<file path="src/rtl/i2c_pkg.sv">
// i2c_pkg: definitions shared by the I2C target (receiver_i2c) and transmitter_I2C.
//   - i2c_state_t : target FSM states
//   - i2c_line_t  : decoded bus events from the line sampler
//   - I2C_* constants for address width, RNW polarity and ACK/NACK levels
//   - maj3()      : 3-sample majority vote used by the optional glitch filter
package i2c_pkg;
  localparam int   I2C_ADDR_W   = 7;
  localparam logic I2C_RNW_READ = 1'b1;
  localparam logic I2C_ACK      = 1'b0;
  localparam logic I2C_NACK     = 1'b1;

  typedef enum logic [3:0] {
    IDLE, ADDR, ACK_A, WR_BYTE, ACK_W, RD_BYTE, MACK, WAIT_P, IGNORE
  } i2c_state_t;

  typedef struct packed {
    logic scl_rise;
    logic scl_fall;
    logic start;
    logic stop;
    logic sda;       // (filtered) current SDA level, used for bit sampling
  } i2c_line_t;

  function automatic logic maj3(input logic [2:0] s);
    return (s[0] & s[1]) | (s[0] & s[2]) | (s[1] & s[2]);
  endfunction
endpackage

</file>
<file path="src/rtl/i2c_line_sampler.sv">
// i2c_line_sampler: samples SCL/SDA in the clk domain and decodes bus events.
// Ports:
//   clk, rst : system clock, synchronous active-high reset
//   scl, sda : bus lines (sda already wired-AND resolved)
//   ev       : scl_rise / scl_fall / start / stop pulses plus current sda level
// Macro I2C_RX_GLITCH_FILTER_EN: when defined, each line passes a 3-sample
// majority filter first (2 clk extra latency, 1-clk pulses rejected).
module i2c_line_sampler
  import i2c_pkg::*;
(
  input  logic      clk,
  input  logic      rst,
  input  logic      scl,
  input  logic      sda,
  output i2c_line_t ev
);
  logic scl_f, sda_f;
  logic scl_q, sda_q;

`ifdef I2C_RX_GLITCH_FILTER_EN
  logic [2:0] scl_h, sda_h;

  always_ff @(posedge clk) begin
    if (rst) begin
      scl_h <= '1;
      sda_h <= '1;
    end else begin
      scl_h <= {scl_h[1:0], scl};
      sda_h <= {sda_h[1:0], sda};
    end
  end

  assign scl_f = maj3(scl_h);
  assign sda_f = maj3(sda_h);
`else
  assign scl_f = scl;
  assign sda_f = sda;
`endif

  always_ff @(posedge clk) begin
    if (rst) begin
      scl_q <= 1'b1;
      sda_q <= 1'b1;
    end else begin
      scl_q <= scl_f;
      sda_q <= sda_f;
    end
  end

  // START/STOP require SCL high both before and now: an SDA edge that lands
  // on the same clk as an SCL edge is treated as an ordinary data change.
  always_comb begin
    ev.scl_rise = scl_f & ~scl_q;
    ev.scl_fall = ~scl_f & scl_q;
    ev.start    = scl_q & scl_f & sda_q & ~sda_f;
    ev.stop     = scl_q & scl_f & ~sda_q & sda_f;
    ev.sda      = sda_f;
  end
endmodule

</file>
<file path="src/rtl/receiver_i2c.sv">
// receiver_i2c: I2C target matching a 7-bit address, accepting DATA_W-bit
// writes and returning DATA_W-bit reads (MSB first, NBYTES = DATA_W/8).
// Ports:
//   clk, rst         : system clock, synchronous active-high reset
//   MY_ADDR          : own address (static while BUSY)
//   SCL, SDA_OUT/OE  : master bus clock, SDA drive value and drive enable
//   RD_DATA          : read word, captured at the end of the address ACK
//   SDA_IN           : target SDA drive (1 = released)
//   WR_DATA, WR_STB  : last complete write word and its 1-clk update strobe
//   BUSY             : START..STOP
//   NACK_ERR         : sticky early-NACK flag on reads, cleared by START
// Macro I2C_RX_GLITCH_FILTER_EN enables the majority filter in the sampler.
module receiver_i2c
  import i2c_pkg::*;
#(
  parameter int ADDR_W = I2C_ADDR_W,
  parameter int DATA_W = 16
) (
  input  logic              clk,
  input  logic              rst,
  input  logic [ADDR_W-1:0] MY_ADDR,
  input  logic              SCL,
  input  logic              SDA_OUT,
  input  logic              SDA_OE,
  input  logic [DATA_W-1:0] RD_DATA,
  output logic              SDA_IN,
  output logic [DATA_W-1:0] WR_DATA,
  output logic              WR_STB,
  output logic              BUSY,
  output logic              NACK_ERR
);
  localparam int NBYTES = DATA_W / 8;
  localparam int BC_W   = $clog2(NBYTES) + 1;
  localparam logic [BC_W-1:0] LAST_BYTE = BC_W'(NBYTES - 1);

  logic              sda_line;
  i2c_line_t         ln;
  i2c_state_t        state;
  logic [2:0]        bit_cnt;
  logic [BC_W-1:0]   byte_cnt;
  logic              phase;   // ACK states: 0 = await first fall, 1 = driving
  logic              rnw;
  logic [ADDR_W-1:0] a_sh;
  logic [DATA_W-1:0] wr_sh;
  logic [DATA_W-1:0] rd_sh;

  // Wired-AND bus: our own drive is part of what we sample.
  assign sda_line = (SDA_OE ? SDA_OUT : 1'b1) & SDA_IN;

  i2c_line_sampler u_ls (
    .clk (clk),
    .rst (rst),
    .scl (SCL),
    .sda (sda_line),
    .ev  (ln)
  );

  // Bits are taken on scl_rise, SDA_IN only moves on scl_fall, so the
  // target's drive is stable across every SCL high phase.
  always_ff @(posedge clk) begin
    if (rst) begin
      state    <= IDLE;
      SDA_IN   <= 1'b1;
      WR_DATA  <= '0;
      WR_STB   <= 1'b0;
      BUSY     <= 1'b0;
      NACK_ERR <= 1'b0;
      bit_cnt  <= '0;
      byte_cnt <= '0;
      phase    <= 1'b0;
      rnw      <= 1'b0;
      a_sh     <= '0;
      wr_sh    <= '0;
      rd_sh    <= '0;
    end else begin
      WR_STB <= 1'b0;
      if (ln.start) begin
        state    <= ADDR;
        SDA_IN   <= 1'b1;
        BUSY     <= 1'b1;
        NACK_ERR <= 1'b0;
        bit_cnt  <= '0;
        byte_cnt <= '0;
        phase    <= 1'b0;
      end else if (ln.stop) begin
        state    <= IDLE;
        SDA_IN   <= 1'b1;
        BUSY     <= 1'b0;
        bit_cnt  <= '0;
        byte_cnt <= '0;
        phase    <= 1'b0;
      end else begin
        case (state)
          IDLE: ;
          ADDR: if (ln.scl_rise) begin
            a_sh    <= {a_sh[ADDR_W-2:0], ln.sda};
            bit_cnt <= bit_cnt + 3'd1;
            if (bit_cnt == 3'd7) begin
              // a_sh already holds the 7 address bits; this bit is RNW
              rnw   <= ln.sda;
              phase <= 1'b0;
              state <= (a_sh == MY_ADDR) ? ACK_A : IGNORE;
            end
          end
          ACK_A: if (ln.scl_fall) begin
            if (!phase) begin
              SDA_IN <= I2C_ACK;
              phase  <= 1'b1;
            end else begin
              phase <= 1'b0;
              if (rnw == I2C_RNW_READ) begin
                // first read bit goes out on the fall that ends the ACK
                SDA_IN <= RD_DATA[DATA_W-1];
                rd_sh  <= {RD_DATA[DATA_W-2:0], 1'b0};
                state  <= RD_BYTE;
              end else begin
                SDA_IN <= 1'b1;
                state  <= WR_BYTE;
              end
            end
          end
          WR_BYTE: if (ln.scl_rise) begin
            wr_sh   <= {wr_sh[DATA_W-2:0], ln.sda};
            bit_cnt <= bit_cnt + 3'd1;
            if (bit_cnt == 3'd7) begin
              phase <= 1'b0;
              state <= ACK_W;
            end
          end
          ACK_W: if (ln.scl_fall) begin
            if (!phase) begin
              SDA_IN <= I2C_ACK;
              phase  <= 1'b1;
            end else begin
              SDA_IN <= 1'b1;
              phase  <= 1'b0;
              if (byte_cnt == LAST_BYTE) begin
                WR_DATA <= wr_sh;
                WR_STB  <= 1'b1;
                state   <= WAIT_P;
              end else begin
                byte_cnt <= byte_cnt + BC_W'(1);
                state    <= WR_BYTE;
              end
            end
          end
          RD_BYTE: begin
            if (ln.scl_fall) begin
              SDA_IN <= rd_sh[DATA_W-1];
              rd_sh  <= {rd_sh[DATA_W-2:0], 1'b0};
            end
            if (ln.scl_rise) begin
              bit_cnt <= bit_cnt + 3'd1;
              if (bit_cnt == 3'd7) begin
                phase <= 1'b0;
                state <= MACK;
              end
            end
          end
          MACK: begin
            if (ln.scl_fall && !phase) begin
              SDA_IN <= 1'b1;
              phase  <= 1'b1;
            end else if (ln.scl_rise && phase) begin
              phase <= 1'b0;
              if (ln.sda == I2C_ACK && byte_cnt != LAST_BYTE) begin
                // next byte's MSB is driven by RD_BYTE on the coming fall
                byte_cnt <= byte_cnt + BC_W'(1);
                state    <= RD_BYTE;
              end else begin
                if (ln.sda == I2C_NACK && byte_cnt != LAST_BYTE)
                  NACK_ERR <= 1'b1;
                state <= WAIT_P;
              end
            end
          end
          WAIT_P, IGNORE: SDA_IN <= 1'b1;
          default: state <= IDLE;
        endcase
      end
    end
  end
endmodule

</file>
<file path="config.mk">
export PLATFORM = sky130hd
export DESIGN_NAME = receiver_i2c
export DESIGN_NICKNAME = d
export VERILOG_FILES = /design/src/rtl/i2c_pkg.sv /design/src/rtl/i2c_line_sampler.sv /design/src/rtl/receiver_i2c.sv
export SDC_FILE = /design/constraint.sdc
export NUM_CORES = 1
export LEC_CHECK = 0
export CORE_MARGIN = 5
export CORE_UTILIZATION = 55
export DETAILED_ROUTE_END_ITERATION = 12
export HOLD_SLACK_MARGIN = 0.1
export PLACE_DENSITY = 0.8
export SYNTH_ARGS = -nofsm -noshare
export SYNTH_HDL_FRONTEND = slang
export SYNTH_HIERARCHICAL = 1
export SYNTH_SLANG_ARGS = --single-unit
</file>
<file path="constraint.sdc">
create_clock -name clk -period 4.1 [get_ports clk]
set_input_delay 0.615 -clock clk [delete_from_list [all_inputs] [get_ports clk]]
set_output_delay 0.615 -clock clk [all_outputs]
set_load 0.05 [all_outputs]
</file>
Yosys cells after proc, flatten, opt, wreduce, memory -nomap -nowiden. Cells that the tools add are included.

Add/subtract/negate cells: 2. Eq/ne operators: 46. Multiplexer cells: 50. Bitwise gates (word level): 20. Reduce and logical (&&, ||, !) cells: 30.

Operator list (count): $mux 16 (4); $mux 4 (13); $ne 4x4->1 const B (12); $ne 2x2->1 const B (17); $pmux 16 s2 (1); $pmux 4 s7 (1); $reduce_and 13->1 (2); $mux 1 (19); $eq 4x3->1 const B (4); $reduce_and 5->1 (3); $mux 2 (7); $reduce_and 7->1 (2); $not 1->1 (12); $reduce_and 6->1 (2); $reduce_or 3->1 (3); $and 1x1->1 (8); $eq 4x2->1 const B (2); $ne 2x1->1 const B (4); $reduce_and 4->1 (2); $eq 7x7->1 (1); $mux 3 (2); $reduce_bool 2->1 (3); $reduce_or 2->1 (3); $reduce_or 6->1 (1); 17 further kinds (20).

Bits in registers: 72. Bits of input ports: 28. Output and inout bits: 20. Word-level logic and storage cells: 164.

Longest topological paths before layout. Gate-level depths: netlist of the first run.

Depth in word-level cells: 10. Mapped depth: 9. Mapped depth without buffers: 8.

By module. Netlist of the first run, hierarchy kept.

Modules (own cells, without submodules): receiver_i2c (times used 1, cells each 346, area each 3036.7 um2, sequential area each 1381.3 um2); i2c_line_sampler (times used 1, cells each 9, area each 92.6 um2, sequential area each 40.0 um2).

Least setup slack after synthesis of the first run. No wires, ideal clock.

Path type: register -> register. From: register SDA_IN. To: register state[2]. Library setup time: 61 ps. Arrival: 2328 ps. Data required time: 4039 ps. Setup slack: 1711 ps. Stages on the path, launching flop included: 8. Period minus slack after synthesis: 2389 ps. Path through: dfxtp_1 -> a21boi_0 -> and4b_1 -> nor2_2 -> nand2_1 -> or4_1 -> a21oi_1 -> a32o_1.

RTL lines: start: declaration (line receiver_i2c.sv:26) `output logic SDA_IN,`; start signal: assignment (line receiver_i2c.sv:113) `SDA_IN <= RD_DATA[DATA_W-1];`; start signal: assignment (line receiver_i2c.sv:149) `SDA_IN <= rd_sh[DATA_W-1];`; end signal: assignment (line receiver_i2c.sv:102) `state <= (a_sh == MY_ADDR) ? ACK_A : IGNORE;`; end: declaration (line receiver_i2c.sv:38) `i2c_state_t state;`.

==> run metrics, run 1 <==
Post-Syn Area per Cell 8.81 um^2; crit path time final between 2000 and 3000 ps; top_reg_cell synth dfxtp_1; Yosys reg bits 71; reg2reg setup slack about 1600 ps; initial core utilization between 50% and 60%; clock slew at reported path FFs 80 ps; commonest non-fill, non-tap cells in the layout dfxtp_1 (71), nor2_1 (55), clkdlybuf4s50_1 (46); Tcrit/Tclk final 65.7%; Post-synth ARST share 0%; hpwl dp around 4300 um; Distinct cells, synth 46; peak supply drop 0.223 mV; Max stage delay on crit path roughly 450 ps; CP Launch Type input port; Top Ports 48; number of synthesis warnings 6; CTS tree yes; Std-Cell Rows 27; Max Freq roughly 370 MHz; GRT Util Overall 18.6%; R2R cell count 4; synthesis-to-layout area growth 23.0%; Buffers on Ports 47; Layout Nets about 430; Via density 5.54; diode count 0; CTS resizes 0; Post-Synthesis Cells roughly 360; root buf cell clkbuf_8; number of synthesized flops with an enable pin 0; post-route cell area between 3000 and 4000 um^2; post-synth top area share 45.4%; global route overflow 0; Pins Over Slew Limit 0; hold buffers post-CTS 0; status complete, no violations; RR Endpoint rd_sh[12]$_SDFFE_PP0P_; PD cells ~380 nW/um^2; Die Span X 85.4 um; slew at the pin with the worst max-slew slack between 800 and 900 ps; Setup Buffers After CTS 0; CP Class input port to register; Most common cell on crit path buf_4; Final Setup Violations 0; largest net degree at the start of global routing 64; Synth area leader dfxtp_1; RSZ-0062 raised after global routing no; endpoints failing hold 0; first-pass GRT wire length 10,900 um; Worst setup startpoint SDA_OUT; crit-path cells clkdlybuf4s50_1 > inv_1 > a21boi_0 > buf_4 > and4b_1 > nor2_2 > nand2_1 > a211oi_2 > buf_4 > nor2_1 > a211oi_1; core area approximately 5500 um^2; per-cell routed wire length roughly 14 um; Final GP Congestion between 0.9 and 1; clk sinks about 70; Worst Hold Margin between 400 and 500 ps; Seq/Total Area, Yosys ~45%; worst skew pair latency 340 ps; cts bufs inserted 9; DR vias between 2,000 and 3,000; share of layout cells above drive strength 1 6.52%; hold crit path type register to register; Routed Antenna Nets 0; Initial DRC Count ~140; Levels on crit path 11; Critical Path RT 4340 ps; detailed-route wire length ~6500 um; Slew HR between 40% and 50%; antenna violations before repair 0; CP arrival a little under 3000 ps; crit-path leading delay family buffers and inverters; Residual DRC 0; Sum Neg Setup Slack 0 ps; leakage 1.51 nW; Pre-antenna DRT Iters 6; Critical Path Sink rd_sh[12]$_SDFFE_PP0P_; die area between 7000 and 8000 um^2; fin util between 60% and 70%; CP endpoint kind register; Clock Skew ~13 ps; Synth Net Count a little under 400; Max H-tree Level 3; Worst path slowest cell clkdlybuf4s50_1; placed cell areas about 3600 um^2; r2r startpoint state[0]$_SDFFE_PP0P_; mapped cell area roughly 3100 um^2; vias in the first global route ~2,400; synth top area cells dfxtp_1 (45%), mux2i_1 (13%), nor2_1 (6.6%), nand2_1 (5.0%), a211oi_1 (4.6%); most common cell after layout, fill and taps aside dfxtp_1; clk buf depth 2; max-cap violation count 0; Critical Path Fanout Max 30; CP bufs+invs 4; Chip Height around 85 um
==> synth_stat cells, types with 2 or more instances <==
master and n:
nor2b_1 5, nand3_1 5, buf_4 3, nand2b_1 4, o21ai_0 3, a21oi_1 23, buf_2 8, nor2_1 55
inv_1 6, dfxtp_1 71, a211oi_1 19, nor4_1 2, or2_1 2, xor2_1 4, nand2_1 42, and3_1 4
nand3b_1 2, mux2i_1 40, xnor2_1 5, ha_1 3, nand4_1 5, clkbuf_1 12, nor3_1 7, a22o_1 2
and4b_1 2
==> where the power goes <==
group	internal, mW	switching, mW	total [mW]
clock network	0.406	0.268	0.674
logic	0.0381	0.0364	0.0744
registers	0.691	0.00448	0.696
total	1.14	0.309	1.44
==> metal layers <==
layer | routed length (um) | global-route usage (%)
met1 | 2830 | 23.6
met2 | 3130 | 29.1
met3 | 437 | 5.63
met4 | 99 | 8.20
met5 | 0 | 0
==> worst min path at each step <==
stage	from	end	slack (ps)	cells after the start
2_1_floorplan	wr_sh[15]$_SDFFE_PP0P_	wr_sh[15]$_SDFFE_PP0P_	430	2
6_report	wr_sh[15]$_SDFFE_PP0P_	wr_sh[15]$_SDFFE_PP0P_	460	2
3_3_place_gp	wr_sh[15]$_SDFFE_PP0P_	wr_sh[15]$_SDFFE_PP0P_	440	2
3_5_place_dp	wr_sh[15]$_SDFFE_PP0P_	wr_sh[15]$_SDFFE_PP0P_	450	2
4_1_cts	wr_sh[15]$_SDFFE_PP0P_	wr_sh[15]$_SDFFE_PP0P_	460	2
5_1_grt	wr_sh[15]$_SDFFE_PP0P_	wr_sh[15]$_SDFFE_PP0P_	480	2
==> sequential cells by signal, indices dropped and copies added (netlist names) <==
signal / cells
wr_sh: 16
u_ls/sda_q: 1
SDA_IN: 1
a_sh: 7
rnw: 1
state: 4
bit_cnt: 3
NACK_ERR: 1
WR_DATA: 16
WR_STB: 1
byte_cnt: 2
u_ls/scl_q: 1
rd_sh: 15
phase: 1
BUSY: 1
==> worst min-delay path, stage by stage, from the launching register on <==
cell	delay, ps
dfxtp_1	310
nand2_1	50
a21oi_1	50
==> through the flow <==
stage / cells / setup WS, ps / total power [mW]
5_1_grt: 471 / 1200 / 1.50
2_1_floorplan: 355 / 1710 / 0.749
3_5_place_dp: 455 / 1060 / 0.786
3_3_place_gp: 455 / 1140 / 0.785
4_1_cts: 471 / 1400 / 1.46
6_report: 471 / 1410 / 1.44
==> cells by family after synthesis <==
| group | share of synthesized area [%] |
|---|---|
| adders and majority gates | 1.20 |
| xor gates and xnor gates | 2.52 |
| and+or+nand+nor | 20.6 |
| DFF | 45.4 |
| AOI/OAI and AO/OA | 12.4 |
| muxes | 13.2 |
| buffers and inverters | 4.64 |
==> final cells by class <==
cell class / count / area (um^2)
Fill cell: 440 / 1660
Clock buffer: 9 / 124
Sequential cell: 71 / 1420
Tap cell: 72 / 90.1
Timing Repair Buffer: 52 / 503
Multi-Input combinational cell: 253 / 1570
Inverter: 7 / 26.3
Clock inverter: 7 / 118
No activity file was read; power rests on OpenSTA's default activity.
==> run 2, diff against run 1 <==
CORE_UTILIZATION = 53   (was 55)
PLACE_DENSITY = 0.78   (was 0.8)
clock period = 2.71 ns   (was 4.1 ns; I/O delays follow)
==> run 2 against run 1 <==
Net effect:
- flip-flop and latch count is the same
- final cell count grew 3.6%
- register-to-register slack lost 1100 ps
- critical endpoint is now rd_sh[6]$_SDFFE_PP0P_
- clock skew shrank 3.0 ps
- final area grew 2.0%
- clock power grew 19%
- largest power group unchanged
- die area grew 3.3%
- largest cell class unchanged
- total power grew 37%
==> run metrics, run 2 (synthesis gave the netlist of run 1 again) <==
first-pass GRT wire length 11,800 um (+8.1%); Via density 5.39 (-2.7%); clk sinks 71 (unchanged); CTS tree yes; Die Span X 86.8 um (+1.7%); endpoints failing hold 0 (unchanged); worst skew pair latency 350 ps (about the same); per-cell routed wire length 14.5 um (+5.0%); Residual DRC 0 (unchanged); status complete, no violations; PD cells 504 nW/um^2 (+34%); commonest non-fill, non-tap cells in the layout dfxtp_1 (71), nor2_1 (55), clkdlybuf4s50_1 (46); Slew HR 54.2% (+9.6 points); Max H-tree Level 3 (unchanged); DR vias 2,629 (+0.84%); Top Ports 48 (unchanged); die area 7540 um^2 (+3.3%); initial core utilization 53.8% (-3.0 points); detailed-route wire length 7070 um (+8.8%); Layout Nets 439 (+3.3%); CP endpoint kind register; slew at the pin with the worst max-slew slack 670 ps (-162 ps); hold_sp rst; Worst Hold Margin 402 ps (-54.2 ps); clock slew at reported path FFs 80 ps (about the same); leakage 1.55 nW (+2.5%); Chip Height 86.8 um (+1.7%); hpwl dp 4890 um (+13%); diode count 0 (unchanged); antenna violations before repair 0 (unchanged); Clock Skew 9.53 ps (-3.02 ps); synthesis-to-layout area growth 25.5%; reg2reg setup slack 500 ps (-1130 ps); root buf cell clkbuf_8; cts bufs inserted 9 (unchanged); Final GP Congestion 0.938 (-0.82%); GRT Util Overall 20.1% (+1.5 points); Sum Neg Setup Slack 0 ps (unchanged); Initial DRC Count 136 (-3.5%); Tcrit/Tclk final roughly 84%; vias in the first global route 2,574 (+8.2%); hold crit path type input port to register; Critical Path RT 2970 ps (-1370 ps); top flop regs WR_DATA: 16 flops, wr_sh: 16 flops, rd_sh: 15 flops; peak supply drop 0.403 mV (+80%); RR Endpoint rd_sh[6]$_SDFFE_PP0P_; max-cap violation count 0 (unchanged); hold buffers post-CTS 0 (unchanged); r2r startpoint SDA_IN$_SDFFE_PP1P_; RSZ-0062 raised after global routing no; most common cell after layout, fill and taps aside dfxtp_1; Std-Cell Rows 28 (+3.7%); R2R cell count 8 (+4); CP Launch Type input port; share of layout cells above drive strength 1 9.69% (+3.2 points); Buffers on Ports 47 (unchanged); global route overflow 0 (unchanged); Worst Hold Depth 2 (unchanged); core area 5820 um^2 (+5.6%); Setup Buffers After CTS 0 (unchanged); largest net degree at the start of global routing 52 (-19%); CP Class input port to register; Pre-antenna DRT Iters 4 (-2); Min-Delay Endpoint BUSY$_SDFFE_PP0N_; Critical Path Fanout Max 30 (unchanged); Final Setup Violations 0 (unchanged); CP arrival 2540 ps (-390 ps); CTS resizes 0 (unchanged); crit path time final about 2300 ps; clk buf depth 2 (unchanged); Max Freq 439 MHz; Pins Over Slew Limit 0 (unchanged); Routed Antenna Nets 0 (unchanged); Filler Cells Inserted 513 (+17%)
==> run 2: critical path, stage by stage <==
cell	delay, ps
clkdlybuf4s50_1	460
inv_1	30
a21boi_0	380
and4b_1	270
nor2_2	150
nand2_1	90
a211oi_2	270
buf_12	210
nor2_1	60
a211oi_1	210
==> run 2: area by class of cell <==
class | instances | area (um^2) | area share, %
clock buffers | 9 | 124 | 3.15
clock inverters | 7 | 61.3 | 1.56
inverters | 7 | 26.3 | 0.669
multi-input cells | 253 | 1570 | 39.9
flip-flops and latches | 71 | 1420 | 36.2
well taps | 75 | 93.8 | 2.39
repair buffers | 66 | 633 | 16.1
==> run 2: metal layers <==
| metal | vias up | track usage, % | wire (um) |
|---|---|---|---|
| li1 | 1344 | - | - |
| met1 | 1217 | 25.1 | 3260 |
| met2 | 57 | 31.7 | 3330 |
| met3 | 11 | 7.13 | 367 |
| met4 | 0 | 7.51 | 107 |
| met5 | - | 0 | 0 |
==> run 2: worst max-delay path by stage <==
stage / startpoint / end / slack, ps / cells after the start
floorplan: SDA_IN$_SDFFE_PP1P_ / state[2]$_SDFFE_PP0P_ / 320 / 7
global placement: SDA_OUT / rd_sh[2]$_SDFFE_PP0P_ / 140 / 10
detailed placement: SDA_OUT / rd_sh[12]$_SDFFE_PP0P_ / 70 / 10
CTS: SDA_OUT / WR_DATA[11]$_SDFFE_PP0P_ / 460 / 10
global route: SDA_OUT / rd_sh[12]$_SDFFE_PP0P_ / 180 / 10
finish: SDA_OUT / rd_sh[6]$_SDFFE_PP0P_ / 430 / 10
==> run 2: report_power, final <==
group          total (mW)  leakage (nW)  switching, mW  internal (mW)
Sequential           1.05         0.572        0.00710           1.05
Combinational       0.125         0.886         0.0586         0.0659
Clock               0.800        0.0892          0.450          0.351
Total                1.98          1.55          0.515           1.46
==> run 2: stage by stage <==
stage	cells	setup WS [ps]	util (%)	instance area, um^2	power [mW]
5_1_grt	488	183	67.5	3930	2.07
2_1_floorplan	355	321	-	3130	1.13
6_report	488	430	67.5	3930	1.98
3_3_place_gp	472	135	64.4	3740	1.20
4_1_cts	488	461	67.5	3930	2.00
3_5_place_dp	472	71.6	64.4	3740	1.20
==> run 3, diff against run 2 <==
clock period = 2.3 ns   (was 2.71 ns; I/O delays follow)
==> run 3 against run 2 <==
Net effect:
- first-iteration DRC count increased by 28%
- critical path type unchanged
- sequential share of layout area decreased by 1.5 points
- non-clock buffer count increased by 9
- clock power increased by 55%
- sequential power increased by 18%
- largest power group unchanged
- wire length increased by 0.68%
- setup slack got worse by 260 ps
==> run metrics, run 3 (synthesis gave the netlist of run 1 again) <==
status complete, no violations; Initial DRC Count 174 (+28%); internal cell power 2.05 mW (+40%); clock share of power 47.0% (+6.5 points); cts bufs inserted 9 (unchanged); pre-CTS WS -252 ps (-324 ps); Residual DRC 0 (unchanged); largest net degree at the start of global routing 37 (-29%); Routed Antenna Nets 0 (unchanged); endpoints failing hold 0 (unchanged); Chip Height 86.8 um (unchanged); Worst path slowest cell clkdlybuf4s50_1; Net Sw Frac 22.0% (-4.0 points); top flop regs WR_DATA: 16 flops, wr_sh: 16 flops, rd_sh: 15 flops; clk buf depth 2 (unchanged); Worst Hold Depth 2 (unchanged); detailed-route wire length 7120 um (+0.68%); Max Freq about 470 MHz; leakage 1.65 nW (+6.7%); placed instance count 481 (+1.9%); CP Class input port to register; DR vias 2,682 (+2.0%); commonest non-fill, non-tap cells in the layout dfxtp_1 (70), nor2_1 (55), clkdlybuf4s50_1 (46); Sum Neg Setup Slack 0 ps (unchanged); R2R cell count 6 (-2); vias in the first global route 2,609 (+1.4%); diode count 0 (unchanged); fin util 70.5% (+3.0 points); CP bufs+invs 3 (unchanged); Slew HR 62.1% (+8.0 points); crit-path cells clkdlybuf4s50_1 > inv_1 > a21boi_1 > and4b_1 > nor2_2 > nand2_1 > a211oi_2 > buf_12 > nor2_1 > a211oi_1; met3 GRT Util 6.08% (-1.0 points); per-cell routed wire length 14.3 um (-1.1%); Max H-tree Level 3 (unchanged); Buffers on Ports 47 (unchanged); met1 GRT Util 25.0% (-0.074 points); Setup Buffers After CTS 0 (unchanged); post-route cell area 4100 um^2 (+4.4%); Reg power frac 47.0% (-6.2 points); Die Span X 86.8 um (unchanged); hpwl dp 4920 um (+0.63%); placed cell areas 3850 um^2 (+2.8%); die area 7540 um^2 (unchanged); initial core utilization 53.8% (unchanged); crit path time final ~2100 ps; CP Launch Type input port; crit-path leading delay family compound AO/OA/AOI/OAI gates; Via density 5.40 (+0.17%); share of layout cells above drive strength 1 11.8% (+2.2 points); CTS tree yes; clock slew at reported path FFs 80 ps (about the same); Worst Hold Margin 310 ps (-92.4 ps); Clock Skew 7.26 ps (-2.28 ps); RR Endpoint state[0]$_SDFFE_PP0P_; footprint of the multi-input gates 1570 um^2 (unchanged); Tcrit/Tclk final 92.8%; switching power 0.580 mW (+13%); GRT met2 Usage 32.9% (+1.2 points); synthesis-to-layout area growth 31.0%; Pwr Total 2.63 mW (+33%); hold_sp rst; register area 1420 um^2 (about the same); Std-Cell Rows 28 (unchanged); slew at the pin with the worst max-slew slack 554 ps (-116 ps); PnR worst setup slack 165 ps (-265 ps); Worst setup startpoint SDA_OUT; Pins Over Slew Limit 0 (unchanged); Min-Delay Endpoint wr_sh[12]$_SDFFE_PP0P_; Top Ports 48 (unchanged); Critical Path Fanout Max 30 (unchanged); Layout Nets 448 (+2.1%); most common cell after layout, fill and taps aside dfxtp_1; r2r startpoint u_ls/scl_q$_SDFF_PP1_; Filler Cells Inserted 477 (-7.0%); peak supply drop 0.557 mV (+38%); RSZ-0062 raised after global routing no; worst skew pair latency 340 ps (about the same); root buf cell clkbuf_8; PD cells 642 nW/um^2 (+27%); Pre-antenna DRT Iters 4 (unchanged); max-cap violation count 0 (unchanged); GRT Util Overall 19.8% (-0.26 points); Final GP Congestion 0.974 (+3.8%); core area 5820 um^2 (unchanged); Max stage delay on crit path 450 ps (about the same); reg2reg setup slack 270 ps (-230 ps); hold buffers post-CTS 0 (unchanged); GRT busiest layer met2; Final Setup Violations 0 (unchanged); Comb power frac 6.0% (-0.3 points); Cell Count, Final, Fillers Out 497 (+1.8%); global route overflow 0 (unchanged); CP arrival 2380 ps (-160 ps); antenna violations before repair 0 (unchanged); first-pass GRT wire length 11,900 um (+0.88%); clk sinks 71 (unchanged); Critical Path RT 2550 ps (-420 ps); hold crit path type input port to register; CP endpoint kind register
-- run 3: cell count changes in the layout (fill, tap and decap cells not counted), sizes merged --
| cell | change |
|---|---|
| clkinv | +2 |
| bufinv | +3 |
| buf | +9 |
| inv | -3 |
| clkinvlp | -2 |
-- run 3: timing repair --
action | 4_1_cts | 5_1_grt
resized for setup | 0 | 1
setup endpoints to repair | 0 | 11
endpoints found under the hold margin | 0 | 0
-- run 3: metal layers --
metal / vias up / routed length [um]
met2: 62 / 3490
met1: 1251 / 3160
met5: - / 0
met4: 0 / 58
met3: 7 / 412
li1: 1362 / -
-- run 3: final cells by class --
cell class / instances / area share (%)
Inverter: 7 / 0.641
Clock inverter: 7 / 3.11
Multi-Input combinational cell: 253 / 38.2
Timing Repair Buffer: 75 / 18.0
Tap cell: 75 / 2.29
Sequential cell: 71 / 34.7
Clock buffer: 9 / 3.02
-- run 3: power by group through the flow --
stage | logic, mW | registers (mW) | clock network, mW
2_1_floorplan | 0.0675 | 1.27 | 0
3_3_place_gp | 0.156 | 1.27 | 0
3_5_place_dp | 0.157 | 1.27 | 0
4_1_cts | 0.158 | 1.24 | 1.26
5_1_grt | 0.171 | 1.24 | 1.33
6_report | 0.158 | 1.24 | 1.24
-- run 3: worst max path at each step --
| stage | slack [ps] | end | depth (start not counted) |
|---|---|---|---|
| 2_1_floorplan | 70 | state[2]$_SDFFE_PP0P_ | 7 |
| 3_3_place_gp | -200 | state[0]$_SDFFE_PP0P_ | 7 |
| 3_5_place_dp | -250 | rd_sh[6]$_SDFFE_PP0P_ | 10 |
| 4_1_cts | 110 | rd_sh[2]$_SDFFE_PP0P_ | 10 |
| 5_1_grt | 30 | rd_sh[5]$_SDFFE_PP0P_ | 10 |
| 6_report | 160 | rd_sh[6]$_SDFFE_PP0P_ | 10 |
-- run 3: worst reg2reg max path, cell delays in order (launching register included) --
cell,delay [ps]
dfxtp_1,380
nor2b_1,280
nor2b_1,190
a2111oi_0,100
or4_4,540
a22o_1,250
a22o_1,190
